$ cat src/rtl/serial_paralelo_if.sv
// serial_paralelo_if -- lane signals between the serial link and the
// receive-side deserializer.
//   data_in    : serial bit stream, MSB of each byte first
//   data_out   : last received data byte, held between strobes
//   valid_out  : one-cycle strobe when data_out takes a new non-comma byte
//   active_out : high while the deserializer is byte-locked
//   idle_out   : high while locked and the last completed byte was a comma
// Modports: slave = deserializer, master = link/byte-domain side.
interface serial_paralelo_if;
  logic       data_in;
  logic [7:0] data_out;
  logic       valid_out;
  logic       active_out;
  logic       idle_out;

  modport slave (
    input  data_in,
    output data_out, valid_out, active_out, idle_out
  );

  modport master (
    output data_in,
    input  data_out, valid_out, active_out, idle_out
  );
endinterface

$ cat src/rtl/serial_paralelo.sv
// serial_paralelo -- receive-side deserializer.
// Hunts the MSB-first bit stream for the comma character, confirms byte
// alignment over LOCK_BC consecutive aligned commas, then presents every
// non-comma byte on data_out with a one-cycle valid_out strobe.
// Ports:
//   clk_32f : bit-rate clock, one serial bit sampled per rising edge
//   reset   : synchronous, active-high
//   bus     : serial_paralelo_if.slave (data_in in; data_out, valid_out,
//             active_out, idle_out out -- all outputs registered)
module serial_paralelo #(
  parameter int unsigned LOCK_BC   = 4,      // legal range 1..15
  parameter logic [7:0]  IDLE_CHAR = 8'hBC
) (
  input  logic               clk_32f,
  input  logic               reset,
  serial_paralelo_if.slave   bus
);

  localparam logic [3:0] LOCK_N = 4'(LOCK_BC);

  typedef enum logic [1:0] {
    SEARCH = 2'd0,  // bit-level hunt for a comma
    SYNC   = 2'd1,  // byte-level confirmation of alignment
    ACTIVE = 2'd2   // locked, delivering bytes
  } state_t;

  state_t     state;
  logic [7:0] sr;
  logic [2:0] bit_cnt;
  logic [3:0] bc_cnt;
  logic [7:0] data_q;
  logic       valid_q;
  logic       active_q;
  logic       idle_q;

  // Byte that would be complete if this edge were a byte boundary.
  logic [7:0] cand;
  logic       is_comma;
  logic       boundary;

  assign cand     = {sr[6:0], bus.data_in};
  assign is_comma = (cand == IDLE_CHAR);
  assign boundary = (bit_cnt == 3'd7);

  // NOTE: all state below is updated with non-blocking assignments so every
  // register samples the pre-edge values of the others; blocking here would
  // make the shift register and the comparisons see partially updated data.
  always_ff @(posedge clk_32f) begin
    if (reset) begin
      state    <= SEARCH;
      sr       <= 8'h00;
      bit_cnt  <= 3'd0;
      bc_cnt   <= 4'd0;
      data_q   <= 8'h00;
      valid_q  <= 1'b0;
      active_q <= 1'b0;
      idle_q   <= 1'b0;
    end else begin
      sr      <= cand;
      valid_q <= 1'b0;

      case (state)
        SEARCH: begin
          if (is_comma) begin
            // The next edge carries bit 7 of a fresh byte.
            bit_cnt <= 3'd0;
            bc_cnt  <= 4'd1;
            if (LOCK_N == 4'd1) begin
              state    <= ACTIVE;
              active_q <= 1'b1;
            end else begin
              state <= SYNC;
            end
          end
        end

        SYNC: begin
          bit_cnt <= bit_cnt + 3'd1;
          if (boundary) begin
            if (is_comma) begin
              // Saturates at LOCK_N because reaching it leaves SYNC.
              if (bc_cnt + 4'd1 >= LOCK_N) begin
                bc_cnt   <= LOCK_N;
                state    <= ACTIVE;
                active_q <= 1'b1;
              end else begin
                bc_cnt <= bc_cnt + 4'd1;
              end
            end else begin
              // A comma matched across a byte boundary lands here.
              bc_cnt <= 4'd0;
              state  <= SEARCH;
            end
          end
        end

        ACTIVE: begin
          bit_cnt <= bit_cnt + 3'd1;
          if (boundary) begin
            if (is_comma) begin
              idle_q <= 1'b1;
            end else begin
              data_q  <= cand;
              valid_q <= 1'b1;
              idle_q  <= 1'b0;
            end
          end
        end

        default: state <= SEARCH;
      endcase
    end
  end

  assign bus.data_out   = data_q;
  assign bus.valid_out  = valid_q;
  assign bus.active_out = active_q;
  assign bus.idle_out   = idle_q;

endmodule

$ cat src/flat_wrapper.sv
// flat-port wrapper written by rule: the top's interface ports become plain ports
module serial_paralelo_flat 
#(
  parameter int unsigned LOCK_BC   = 4,                          
  parameter logic [7:0]  IDLE_CHAR = 8'hBC
)
  (clk_32f, reset, bus_data_in, bus_data_out, bus_valid_out, bus_active_out, bus_idle_out);
  serial_paralelo_if bus_i ();
  input  logic clk_32f;
  input  logic reset;
  input wire logic [$bits(bus_i.data_in)-1:0] bus_data_in;
  output wire logic [$bits(bus_i.data_out)-1:0] bus_data_out;
  output wire logic [$bits(bus_i.valid_out)-1:0] bus_valid_out;
  output wire logic [$bits(bus_i.active_out)-1:0] bus_active_out;
  output wire logic [$bits(bus_i.idle_out)-1:0] bus_idle_out;
  assign bus_i.data_in = bus_data_in;
  assign bus_data_out = bus_i.data_out;
  assign bus_valid_out = bus_i.valid_out;
  assign bus_active_out = bus_i.active_out;
  assign bus_idle_out = bus_i.idle_out;
  serial_paralelo #(.LOCK_BC(LOCK_BC), .IDLE_CHAR(IDLE_CHAR)) u_core (.clk_32f(clk_32f), .reset(reset), .bus(bus_i));
endmodule
$ cat config.mk
export PLATFORM = sky130hd
export DESIGN_NAME = serial_paralelo_flat
export DESIGN_NICKNAME = d
export VERILOG_FILES = /design/src/rtl/serial_paralelo_if.sv /design/src/rtl/serial_paralelo.sv /design/src/flat_wrapper.sv
export SDC_FILE = /design/constraint.sdc
export NUM_CORES = 1
export LEC_CHECK = 0
export CORE_MARGIN = 10
export CORE_UTILIZATION = 50
export DETAILED_ROUTE_END_ITERATION = 12
export HOLD_SLACK_MARGIN = 0.03
export PLACE_DENSITY_LB_ADDON = 0.08
export SYNTH_ARGS = -nofsm -noshare
export SYNTH_HDL_FRONTEND = slang
export SYNTH_SLANG_ARGS = --single-unit
$ cat constraint.sdc
create_clock -name clk_32f -period 2.7 [get_ports clk_32f]
set_input_delay 0.675 -clock clk_32f [delete_from_list [all_inputs] [get_ports clk_32f]]
set_output_delay 0.675 -clock clk_32f [all_outputs]
set_load 0.05 [all_outputs]
==> results.yml <==
status:
  status: "finished clean"
final_layout:
  n_antenna_cell: 0
  layout-drive-gt1-share_pct: 7.52
  final_common_cell: "dfxtp_1"
  final_cell_area_um2: 1290
  nets: 143
  fin_util_pct: 63.6
  syn2layout_area_growth_pct: 18.2
  final_cell_mix: "dfxtp_1 (27), nand2_1 (18), a21oi_1 (15)"
power_and_ir_drop:
  power.density_nw_per_um2: 458
  p_leak_uw: 0.000471
  peakVddDrop_uv: 278
  pwr-share-comb_pct: 2.2
  seqPwrFrac_pct: 68.4
  power_switching_uw: 125
  intPower_uw: 463
  sw_frac_of_total_pct: 21.3
  power_frac_clock_pct: 29.4
place:
  dp_hpwl_mm: 1.53
  port_buffers: 13
  place_area_um2: 1260
  dpl_worst_slack_ns: 0.199
  place.gp.congestion: 0.748
sta:
  setup_viol: 0
  hold_viol: 0
  finClkSkew_ns: 0.0152
  rsz0062_at_grt: "no"
  worst_pin_slew_ns: 0.529
  drv_slew: 0
  worst_slack_ns: 0.523
  clock.fmax_mhz: 459
  tns_ns: 0
  maxSlewHeadroom_pct: 64.4
  post-route-min-period_ns: 2.18
  fin_crit_sh_pct: 80.6
detailed_routing:
  vias_per_cell: 5.19
  drcViolationCount: 0
  first_iter_violations: 23
  ant_nets: 0
  wl_per_cell_um: 12.4
  route.vias.total: 831
  wirelength_mm: 1.99
  drtPass1Iterations: 2
cts:
  clock_path_buffers: 2
  clock_sinks: 27
  cts_tree: "built"
  htree_levels: 1
  ctsHoldBuffers: 0
  cts_resized: 0
  clockRootBuffer: "clkbuf_4"
  postCtsSetupRepairBufs: 0
  worstSkewPairLatency_ns: 0.32
  cts_buffers: 3
  clkSlewWorstSetupHoldPaths_ns: 0.15
worst_setup_path:
  start_kind: "flip-flop"
  required_ns: 2.03
  path_class: "reg -> out"
  worstPathMaxFanout: 2
  setup.worst_path.end_class: "primary output"
  worst_path_max_delay_cell: "clkdlybuf4s50_1"
  cp.buffers_inverters: 1
  ff2ff_path_depth: 5
  cp.arrival_ns: 1.50
  max_stage_delay_ns: 0.81
  critical_path.top_delay_family: "buffers and inverters"
  cp.depth: 1
  worstPathCellList: "clkdlybuf4s50_1"
grt:
  grt_util_met2_pct: 15.3
  grt_usage_pct: 9.12
  grtUsageMet3_pct: 2.68
  use_met1_pct: 10.4
  grt_max_degree: 18
  grt_overflow: 0
  antenna_found_initial: 0
  grt_pass1_wl_mm: 3.27
  grt_pass1_vias: 756
  busiest_layer: "met2"
yosys:
  synth_cell_types: 26
  synth.avg_cell_area_um2: 9.30
  syn_inst: 117
  synth_fp_nets: 126
  synth_top_cell_by_area: "dfxtp_1"
  ys_seq_area_share_pct: 49.7
  yosys-top-cells-area: "dfxtp_1 (50%), a21oi_1 (6.9%), ha_1 (6.9%)"
  yosys_register_bits: 27
  synth_top_area_share_pct: 49.7
  yosysWarnings: 0
  netlist_area_um2: 1090
floorplan:
  die_area_um2: 4440
  die_w_um: 66.7
  start_util_pct: 53.8
  die_y_um: 66.7
  coreArea_um2: 2020
  io_pins: 14
  rows: 16
run:
  cap_viol_max_count: 0
worst_hold_path:
  hold_depth: 2
  min_path_type: "reg -> reg"
[synthesized netlist by cell type, drive strengths merged]
master  count
a211oi      3
a21bo       1
a21oi      15
a32oi       3
and4b       1
and4bb      1
buf         1
clkbuf      2
dfxtp      27
ha          6
inv         4
mux2i       1
nand2      19
nand2b      4
nand3       2
nand3b      2
nor2        9
nor2b       8
nor3        1
nor3b       1
o21ai       3
o311a       1
o31ai       1
or4b        1
[per-layer routing]
layer  vias up  share of wire (%)
met3         2                6.4
met4         0               0.40
met1       385                 47
met5         -                  0
li1        433                  -
met2        11                 46
[cells by family after synthesis]
logic type	Yosys count	synth area share, %
mux	1	0.920
flops	27	49.7
compound gates	27	16.4
fa+ha+maj	6	6.90
simple gates	49	23.7
buf+inv	7	2.41
[registers in the layout (all words and copies together), names as in the netlist]
signal,flops
u_core.state,2
u_core.bus.data_out,8
u_core.bus.valid_out,1
u_core.bus.active_out,1
u_core.bc_cnt,4
u_core.bus.idle_out,1
u_core.bit_cnt,3
u_core.sr,7
[metrics by stage]
stage / power, µW / instances / hold WS [ns]
4_1_cts: 598 / 160 / 0.462
5_1_grt: 614 / 160 / 0.483
3_5_place_dp: 424 / 156 / 0.442
2_1_floorplan: 419 / 117 / 0.428
6_report: 588 / 160 / 0.461
3_3_place_gp: 424 / 156 / 0.435
[power by group through the flow]
stage / logic [µW] / clock network [µW] / registers, µW
after floorplan: 8.07 / 0 / 410
after global placement: 12.9 / 0 / 411
after detailed placement: 13.3 / 0 / 411
after CTS: 13.3 / 182 / 403
after global routing: 14.5 / 196 / 403
final: 13.0 / 173 / 403
[final timing paths]
| kind | start | endpoint | slack (ns) |
|---|---|---|---|
| worst min-delay path | u_core.bus.active_out | u_core.bus.active_out | 0.46 |
| worst max register to register | u_core.sr[5] | u_core.bc_cnt[1] | 0.96 |
| worst min register to register | u_core.bus.active_out | u_core.bus.active_out | 0.46 |
| worst max-delay path | u_core.bus.idle_out | bus_idle_out | 0.52 |
[area by class of cell]
cell class / instances / area, µm²
inverter: 4 / 15.0
timing repair buffer: 15 / 145
sequential: 27 / 541
tap: 27 / 33.8
fill: 175 / 736
clock inverter: 1 / 7.51
multi-input combinational: 83 / 522
clock buffer: 3 / 22.5
Note: power is estimated with default switching activity, not from simulation.
